--- config.mk ---
export PLATFORM = sky130hd
export DESIGN_NAME = dac8728_channel_scheduler_flat
export DESIGN_NICKNAME = d
export VERILOG_FILES = /design/src/rtl/dac8728_pkg.sv /design/src/rtl/dac8728_channel_scheduler_if.sv /design/src/rtl/dac8728_channel_scheduler_ch_pick.sv /design/src/rtl/dac8728_channel_scheduler.sv /design/src/flat_wrapper.sv
export SDC_FILE = /design/constraint.sdc
export NUM_CORES = 1
export LEC_CHECK = 0
export BUFFER_PORTS_ARGS = -buffer_cell sky130_fd_sc_hd__buf_2
export CORE_ASPECT_RATIO = 0.5
export CORE_UTILIZATION = 50
export CTS_CLUSTER_SIZE = 28
export DETAILED_ROUTE_END_ITERATION = 8
export PLACE_DENSITY = 0.79
export SLEW_MARGIN = 0
export SYNTH_ARGS = -nofsm -noshare
export SYNTH_HDL_FRONTEND = slang
export SYNTH_HIERARCHICAL = 1
export SYNTH_SLANG_ARGS = --single-unit
--- constraint.sdc ---
create_clock -name clk -period 4.17 [get_ports clk]
set_input_delay 0.417 -clock clk [delete_from_list [all_inputs] [get_ports clk]]
set_output_delay 0.417 -clock clk [all_outputs]
set_load 0.02 [all_outputs]
--- src/rtl/dac8728_pkg.sv ---
// Shared constants and FSM encoding for the DAC8728 channel scheduler.
package dac8728_pkg;

   localparam int NUM_CH = 8;
   localparam int CH_W   = 3;
   localparam int TMR_W  = 7;

   localparam logic [4:0] DEF_CH_ADDR_BASE = 5'h08;
   localparam logic [4:0] ADDR_IDLE        = 5'h00;
   localparam int         DEF_DONE_TIMEOUT = 64;
   localparam int         DEF_LDAC_WIDTH   = 4;

   typedef enum logic [6:0] {
      ST_IDLE    = 7'b000_0001,
      ST_SNAP    = 7'b000_0010,
      ST_ISSUE   = 7'b000_0100,
      ST_WAIT_LO = 7'b000_1000,
      ST_WAIT_HI = 7'b001_0000,
      ST_LDAC    = 7'b010_0000,
      ST_FIN     = 7'b100_0000
   } state_t;

endpackage

--- src/rtl/dac8728_channel_scheduler_if.sv ---
// Scheduler-to-driver bus: send/done handshake plus register address and data.
interface dac8728_channel_scheduler_if;

   logic               drv_send;
   logic        [4:0]  drv_add;
   logic signed [15:0] drv_data;
   logic               drv_done;

   modport master (output drv_send, drv_add, drv_data, input drv_done);
   modport slave  (input drv_send, drv_add, drv_data, output drv_done);

endinterface

--- src/rtl/dac8728_channel_scheduler_ch_pick.sv ---
// Combinational lowest-set-bit picker over the frame's channel mask.
module dac8728_ch_pick
   import dac8728_pkg::*;
(
   input  logic [NUM_CH-1:0] mask,
   output logic [CH_W-1:0]   idx,
   output logic              valid
);

   always_comb begin
      idx   = '0;
      valid = 1'b0;
      for (int i = NUM_CH - 1; i >= 0; i--) begin
         if (mask[i]) begin
            idx   = CH_W'(i);
            valid = 1'b1;
         end
      end
   end

endmodule

--- src/rtl/dac8728_channel_scheduler.sv ---
// Shadow/dirty store for 8 DAC8728 channels, flushed through the bus driver on update_req.
// Optional LDAC pulse at the end of a successful frame: define DAC8728_LDAC_PULSE_EN.
//
// state   | meaning
// IDLE    | no frame; waits for update_req or a pending request
// SNAP    | latch dirty bits into the frame mask
// ISSUE   | load address/data of lowest masked channel, pulse send
// WAIT_LO | wait for driver done to drop
// WAIT_HI | wait for driver done to return high
// LDAC    | hold dac_ldac_n low for LDAC_WIDTH cycles
// FIN     | frame_done pulse, back to IDLE
module dac8728_channel_scheduler
   import dac8728_pkg::*;
#(
   parameter logic [4:0] CH_ADDR_BASE = DEF_CH_ADDR_BASE,
   parameter int         DONE_TIMEOUT = DEF_DONE_TIMEOUT,
   parameter int         LDAC_WIDTH   = DEF_LDAC_WIDTH
) (
   input  logic                        clk,
   input  logic                        rst_n,
   input  logic                        ch_wr_en,
   input  logic [CH_W-1:0]             ch_wr_sel,
   input  logic signed [15:0]          ch_wr_data,
   input  logic                        update_req,
   input  logic                        err_clr,
   output logic                        busy,
   output logic                        frame_done,
   output logic                        err_timeout,
   output logic                        dac_ldac_n,
   dac8728_channel_scheduler_if.master drv
);

   state_t             state, state_nxt;
   logic signed [15:0] shadow [NUM_CH];
   logic [NUM_CH-1:0]  dirty, dirty_nxt, mask;
   logic               pending;
   logic [CH_W-1:0]    cur_idx, pick_idx;
   logic               pick_vld;
   logic [TMR_W-1:0]   tmr;
   logic               tmo;
   logic               send_q;
   logic [4:0]         add_q;
   logic signed [15:0] data_q;

   dac8728_ch_pick u_pick (
      .mask  (mask),
      .idx   (pick_idx),
      .valid (pick_vld)
   );

   always_comb begin
      state_nxt = state;
      tmo       = 1'b0;
      case (state)
         ST_IDLE:    if (update_req || pending) state_nxt = ST_SNAP;
         ST_SNAP:    state_nxt = (dirty == '0) ? ST_FIN : ST_ISSUE;
         ST_ISSUE:   state_nxt = pick_vld ? ST_WAIT_LO : ST_FIN;
         ST_WAIT_LO: begin
            if (!drv.drv_done) begin
               state_nxt = ST_WAIT_HI;
            end else if (tmr == '0) begin
               tmo       = 1'b1;
               state_nxt = ST_FIN;
            end
         end
         ST_WAIT_HI: begin
            if (drv.drv_done) begin
               if (mask != '0) begin
                  state_nxt = ST_ISSUE;
               end else begin
`ifdef DAC8728_LDAC_PULSE_EN
                  state_nxt = ST_LDAC;
`else
                  state_nxt = ST_FIN;
`endif
               end
            end else if (tmr == '0) begin
               tmo       = 1'b1;
               state_nxt = ST_FIN;
            end
         end
         ST_LDAC:    if (tmr == '0) state_nxt = ST_FIN;
         ST_FIN:     state_nxt = ST_IDLE;
         default:    state_nxt = ST_IDLE;
      endcase
   end

   // A host write in the ISSUE cycle re-dirties its channel; an aborted channel is re-dirtied too.
   always_comb begin
      dirty_nxt = dirty;
      if (state == ST_ISSUE) dirty_nxt[pick_idx] = 1'b0;
      if (tmo)               dirty_nxt[cur_idx]  = 1'b1;
      if (ch_wr_en)          dirty_nxt[ch_wr_sel] = 1'b1;
   end

   always_ff @(posedge clk) begin
      if (!rst_n) begin
         state       <= ST_IDLE;
         for (int i = 0; i < NUM_CH; i++) shadow[i] <= '0;
         dirty       <= '0;
         mask        <= '0;
         pending     <= 1'b0;
         cur_idx     <= '0;
         tmr         <= '0;
         err_timeout <= 1'b0;
         send_q      <= 1'b0;
         add_q       <= ADDR_IDLE;
         data_q      <= '0;
      end else begin
         state  <= state_nxt;
         dirty  <= dirty_nxt;
         send_q <= (state == ST_ISSUE) && pick_vld;
         if (ch_wr_en) shadow[ch_wr_sel] <= ch_wr_data;

         if (state == ST_IDLE && state_nxt == ST_SNAP) pending <= 1'b0;
         else if (update_req && state != ST_IDLE)      pending <= 1'b1;

         if (state == ST_SNAP) mask <= dirty;
         else if (state == ST_ISSUE) mask[pick_idx] <= 1'b0;

         if (state == ST_ISSUE) begin
            cur_idx <= pick_idx;
            add_q   <= CH_ADDR_BASE + 5'(pick_idx);
            data_q  <= shadow[pick_idx];
         end else if (state == ST_FIN) begin
            add_q   <= ADDR_IDLE;
            data_q  <= '0;
         end

         if (state_nxt != state && (state_nxt == ST_WAIT_LO || state_nxt == ST_WAIT_HI))
            tmr <= TMR_W'(DONE_TIMEOUT - 1);
         else if (state_nxt != state && state_nxt == ST_LDAC)
            tmr <= TMR_W'(LDAC_WIDTH - 1);
         else if (tmr != '0)
            tmr <= tmr - 1'b1;

         if (tmo)          err_timeout <= 1'b1;
         else if (err_clr) err_timeout <= 1'b0;
      end
   end

   assign busy         = (state != ST_IDLE);
   assign frame_done   = (state == ST_FIN);
   assign drv.drv_send = send_q;
   assign drv.drv_add  = add_q;
   assign drv.drv_data = data_q;

`ifdef DAC8728_LDAC_PULSE_EN
   assign dac_ldac_n = (state != ST_LDAC);
`else
   assign dac_ldac_n = 1'b1;
`endif

endmodule

--- src/flat_wrapper.sv ---
// flat-port wrapper written by rule: the top's interface ports become plain ports
module dac8728_channel_scheduler_flat import dac8728_pkg::*;
#(
   parameter logic [4:0] CH_ADDR_BASE = DEF_CH_ADDR_BASE,
   parameter int         DONE_TIMEOUT = DEF_DONE_TIMEOUT,
   parameter int         LDAC_WIDTH   = DEF_LDAC_WIDTH
)
  (clk, rst_n, ch_wr_en, ch_wr_sel, ch_wr_data, update_req, err_clr, busy, frame_done, err_timeout, dac_ldac_n, drv_drv_send, drv_drv_add, drv_drv_data, drv_drv_done);
  dac8728_channel_scheduler_if drv_i ();
  input  logic clk;
  input  logic rst_n;
  input  logic ch_wr_en;
  input  logic [CH_W-1:0] ch_wr_sel;
  input  logic signed [15:0] ch_wr_data;
  input  logic update_req;
  input  logic err_clr;
  output logic busy;
  output logic frame_done;
  output logic err_timeout;
  output logic dac_ldac_n;
  output wire logic [$bits(drv_i.drv_send)-1:0] drv_drv_send;
  output wire logic [$bits(drv_i.drv_add)-1:0] drv_drv_add;
  output wire logic [$bits(drv_i.drv_data)-1:0] drv_drv_data;
  input wire logic [$bits(drv_i.drv_done)-1:0] drv_drv_done;
  assign drv_drv_send = drv_i.drv_send;
  assign drv_drv_add = drv_i.drv_add;
  assign drv_drv_data = drv_i.drv_data;
  assign drv_i.drv_done = drv_drv_done;
  dac8728_channel_scheduler #(.CH_ADDR_BASE(CH_ADDR_BASE), .DONE_TIMEOUT(DONE_TIMEOUT), .LDAC_WIDTH(LDAC_WIDTH)) u_core (.clk(clk), .rst_n(rst_n), .ch_wr_en(ch_wr_en), .ch_wr_sel(ch_wr_sel), .ch_wr_data(ch_wr_data), .update_req(update_req), .err_clr(err_clr), .busy(busy), .frame_done(frame_done), .err_timeout(err_timeout), .dac_ldac_n(dac_ldac_n), .drv(drv_i));
endmodule
After elaboration in Yosys (flattened, before gate mapping) --
Memory sizes are Yosys's and may differ from the RTL's. Index checks and enable logic that the tools add are counted.
Word-level totals: memories 1, output and inout port bits 26, memory bits (writable) 128, flip-flop bits (word level) 57, logic and storage cells 115
Memory list:
- u_core.shadow | depth 8, bits a word 16, read ports 1, clocked after memory_dff 0, write ports 8, RTL line dac8728_channel_scheduler.sv:34 | logic signed [15:0] shadow [NUM_CH];
Cells by class: magnitude comparators 6, equal/unequal tests 13, reductions and logical operators 21, bitwise gates (word level) 6, mux-type cells 55, add/sub/neg operators 2
Operators by type and width (count):
- $mux 7 | 7
- $mux 16 | 3
- $pmux 7 s6 | 1
- $mux 8 | 5
- $mux 3 | 9
- $mux 1 | 21
- $mux 6 | 3
- $and 8x8->8 | 2
- $or 8x8->8 | 2
- $reduce_or 16->1 | 1
- $eq 7x2->1 const B | 2
- $eq 7x4->1 const B | 2
- $eq 7x5->1 const B | 2
- $eq 7x6->1 const B | 2
- $lt 3x4->1 const B | 3
- $mux 5 | 2
- $demux 1 s3 | 3
- $ge 3x1->1 const B | 3
- $logic_and 1x1->1 | 8
- $logic_not 8->1 | 1
- $not 8->8 | 1
- $reduce_bool 8->1 | 1
- $eq 7x1->1 const B | 1
- $eq 7x3->1 const B | 1
- 14 further kinds | 17

Logic depth before layout (Yosys ltp) --
depth in word-level cells 19, gate-level depth with buffers 10, gate-level depth less buffers 8

Hierarchy --
The synthesis kept the hierarchy.
By module, submodules not included:
- dac8728_channel_scheduler | cells an instance 710, times used 1, seq. area each 4964.8 µm², area each 8301.7 µm²
- dac8728_ch_pick | cells an instance 13, times used 1, seq. area each 0.0 µm², area each 80.1 µm²

Least setup slack after synthesis --
Ideal clock, no wire load.
kind flip-flop to flip-flop, start reg u_core.mask[2], end reg u_core.data_q[11], in the netlist u_core/drv.drv_data[11], data arrival time 2.303 ns, period minus slack after synthesis 2.434 ns, cell stages (with the launch flop) 8, required time 4.038 ns, slack 1.736 ns, path buffers 2, path through dfxtp_1 > o41ai_1 > clkbuf_1 > buf_1 > mux2i_1 > nor2_1 > nor4_1 > nor3_1
Between the ends: word-level cells in the longest chain between the ends 5
RTL lines:
- start: declaration | RTL line dac8728_channel_scheduler.sv:35 | logic [NUM_CH-1:0] dirty, dirty_nxt, mask;
- start signal: assignment | RTL line dac8728_channel_scheduler.sv:118 | if (state == ST_SNAP) mask <= dirty;
- $mux 3 (3 in series) | RTL line dac8728_channel_scheduler_ch_pick.sv:14 | if (mask[i]) begin
- net u_core.pick_idx[0] | RTL line dac8728_channel_scheduler.sv:37 | logic [CH_W-1:0] cur_idx, pick_idx;
- $mem_v2 8x16
- $mux 16 | RTL line dac8728_channel_scheduler.sv:121 | if (state == ST_ISSUE) begin
- end signal: assignment | RTL line dac8728_channel_scheduler.sv:124 | data_q <= shadow[pick_idx];
- end: declaration | RTL line dac8728_channel_scheduler.sv:43 | logic signed [15:0] data_q;
The timed path passes the listed nets, and every way through them passes these cells. A chain may end at the register's enable or synchronous reset.

Worst setup path after layout --
start reg u_core.state[4], end out frame_done
Between the ends: word-level cells in the longest chain between the ends 1
RTL lines:
- start: declaration | RTL line dac8728_channel_scheduler.sv:33 | state_t state, state_nxt;
- start signal: assignment | RTL line dac8728_channel_scheduler.sv:110 | state <= state_nxt;
- $eq 7x7->1 | RTL line dac8728_channel_scheduler.sv:143 | assign frame_done = (state == ST_FIN);
- end: declaration | RTL line flat_wrapper.sv:18 | output logic frame_done;
Every way passes these cells.

==> metrics.yaml <==
status: "completed"
clock_sinks: 184
grt_first_pass_wirelength_um: 32550
h-tree-depth: 4
cts_tree: "built"
syn_avg_cell_area_um2: 11.59
hold_ws_ns: 0.2730
synth_top_area_share_pct: 45.86
grt_usage_pct: 25.88
maxCapViolCount: 0
mappedNetlistArea_mm2: 0.008382
p_per_area_mw_per_mm2: 447.1
synth_nets: 749
final_layout_size_suffix_gt1_share_pct: 18.11
postRouteAntennaNets: 0
cp_cell_sequence: "nor3_1 -> nand4_1 -> inv_1 -> buf_2"
grt_setup_unrepaired: "false"
yosysMostFrequentCell: "and2_1"
io_pins: 51
synth_largest_area_cell: "edfxtp_1"
fill_cells: 1278
cts_root_buffer: "clkbuf_16"
globalplace.congestion: 0.8763
routed_via_density: 6.132
final_max_slew_viol_count: 0
wirelength_um: 21600
cp.required_ns: 3.75
synth_area_leaders: "edfxtp_1 (46%), dfxtp_1 (13%), and2_1 (9.6%), a21oi_1 (2.7%), mux4_2 (2.7%)"
reg2regPathDepth: 7
fin_crit_sh_pct: 69.23
crit_type: "reg2out"
crit_fanout: 13
start_util_pct: 51.13
clock_skew_ns: 0.01465
area_delta_synth_final_pct: 14.33
wl_per_cell_um: 21.58
postCtsHoldBufs: 0
grt_max_degree: 57
period_needed_ns: 2.887
whs_path_depth: 2
first_global_vias: 5817
antenna_found_initial: 1
critPathMaxStageDelay_ns: 0.78
nets: 786
placementRows: 33
post_cts_resized: 0
synth_seq_cells: 184
grt_overflow: 0
synth_edf_count: 128
worstPathArrival_ns: 2.47
worst_slew_margin_rel_pct: 17.47
core_mm2: 0.01639
setup_viol_count_final: 0
reg2reg_slack_ns: 1.33
leakage_nw: 3.456
yosysSeqAreaShare_pct: 59.23
drt-initial-drc-count: 529
ir_worst_vdd_v: 0.0002648
hpwlAfterDp_um: 12780
cts_made_buffers: 17
cts.clk_slew.worst_paths_ns: 0.07
max_slew.worst_pin.slew_ns: 1.238
drc: 0
dieHeight_um: 93.55
finalSetupTns_ns: 0
synthCells: 723
dr.pass1.iters: 5
netlist_top_cells_count: "and2_1 (129), edfxtp_1 (128), dfxtp_1 (56)"
async_reset_ff_share_pct: 0
vias: 6138
hold_violations: 0
cts_max_path_buffers: 2
fmax_mhz: 346.4
ys_warn_count: 6
start_kind: "flip-flop"
end_kind: "primary output"
die_width_um: 185.1
power_mw: 4.284
numPortBuffers: 48
clock_latency_ns: 0.44
cts_setup_buffers: 0
hold_path_class: "in2reg"
synth_ff_type: "edfxtp_1"
crit_path_top_delay_cell: "nand4_1"
ys_types: 71
dieArea_mm2: 0.01732
==> metrics by stage <==
step | setup WS [ns] | cells | utilization, % | instance area (um^2)
final | 1.283 | 1001 | 58.46 | 9583
after global routing | 1.089 | 1000 | 58.45 | 9580
after CTS | 1.311 | 1000 | 58.45 | 9580
after detailed placement | 1.379 | 968 | 54.50 | 8934
after global placement | 1.491 | 968 | 54.50 | 8934
after floorplan | 1.736 | 723 | - | 8382
==> kinds of logic after synthesis <==
logic type	count (synthesis)	synth area share [%]
AOI/OAI and AO/OA	136	10.52
xor gates and xnor gates	7	0.7315
adders and majority gates	1	0.1493
buffers and inverters	58	2.896
DFF	184	59.23
muxes	34	5.687
other	2	0.08960
and+or+nand+nor	301	20.69
==> cell usage in the layout (no fill, tap or decap), drive strengths merged, types with 3 or more instances in the layout <==
master	netlist	layout
and2	129	129
edfxtp	128	128
buf	14	65
dfxtp	56	56
a21oi	45	45
nand2	43	43
o21ai	29	29
nand3	27	27
nor2	26	26
nor3	21	21
inv	11	18
clkbuf	33	17
mux2i	15	15
mux4	10	10
a31oi	10	10
nor2b	10	10
nand2b	9	9
mux2	9	9
a221oi	9	9
nor4	7	7
a311oi	6	6
clkinv	0	6
a22oi	5	5
o31ai	5	5
o211ai	4	4
xor2	4	4
nand4	3	3
a221o	3	3
nor3b	3	3
and3	3	3
nand3b	3	3
xnor2	3	3
a211oi	3	3
==> registers in the layout (all words and copies together) (netlist names) <==
signal / flops
u_core/mask: 8
u_core/dirty: 8
u_core/drv.drv_add: 4
u_core/drv.drv_data: 16
u_core/drv.drv_send: 1
u_core/state: 7
u_core/cur_idx: 3
u_core/tmr: 7
u_core/err_timeout: 1
u_core/pending: 1
u_core/shadow: 128
==> report_power, final <==
group / internal (mW) / leakage [nW] / switching, mW
Combinational: 0.181 / 1.45 / 0.258
Sequential: 2.07 / 1.69 / 0.0593
Clock: 0.931 / 0.314 / 0.788
==> worst paths after layout <==
kind	from	to
max	u_core/state[4]	frame_done
min	drv_drv_done	u_core/state[4]
max reg2reg	u_core/mask[2]	u_core/drv.drv_data[8]
min reg2reg	u_core/drv.drv_add[0]	u_core/drv.drv_add[0]
==> layer usage <==
| layer | part of all wire (%) | global-route usage (%) | up-vias |
|---|---|---|---|
| met5 | 0 | 0 | - |
| met4 | 2.8 | 12.05 | 0 |
| met3 | 9.9 | 5.374 | 55 |
| met2 | 48 | 42.89 | 390 |
| met1 | 40 | 32.77 | 2953 |
| li1 | - | - | 2740 |
==> final cells by class <==
| cell class | instances | area, um^2 | area share, % |
|---|---|---|---|
| clock buffer | 17 | 425.4 | 4.439 |
| tap | 227 | 284.0 | 2.964 |
| multi-input combinational | 481 | 3263 | 34.05 |
| timing repair buffer | 65 | 380.4 | 3.969 |
| inverter | 11 | 41.29 | 0.4309 |
| antenna | 1 | 2.502 | 0.02611 |
| clock inverter | 15 | 221.5 | 2.311 |
| sequential | 184 | 4965 | 51.81 |
==> critical path: cells and delay by family, from the launching register on <==
kind,cells,cell delay (ns)
flops,1,0.44
buf+inv,2,0.39
simple gates,2,1.21
Power figures use the tool's default switching activity.
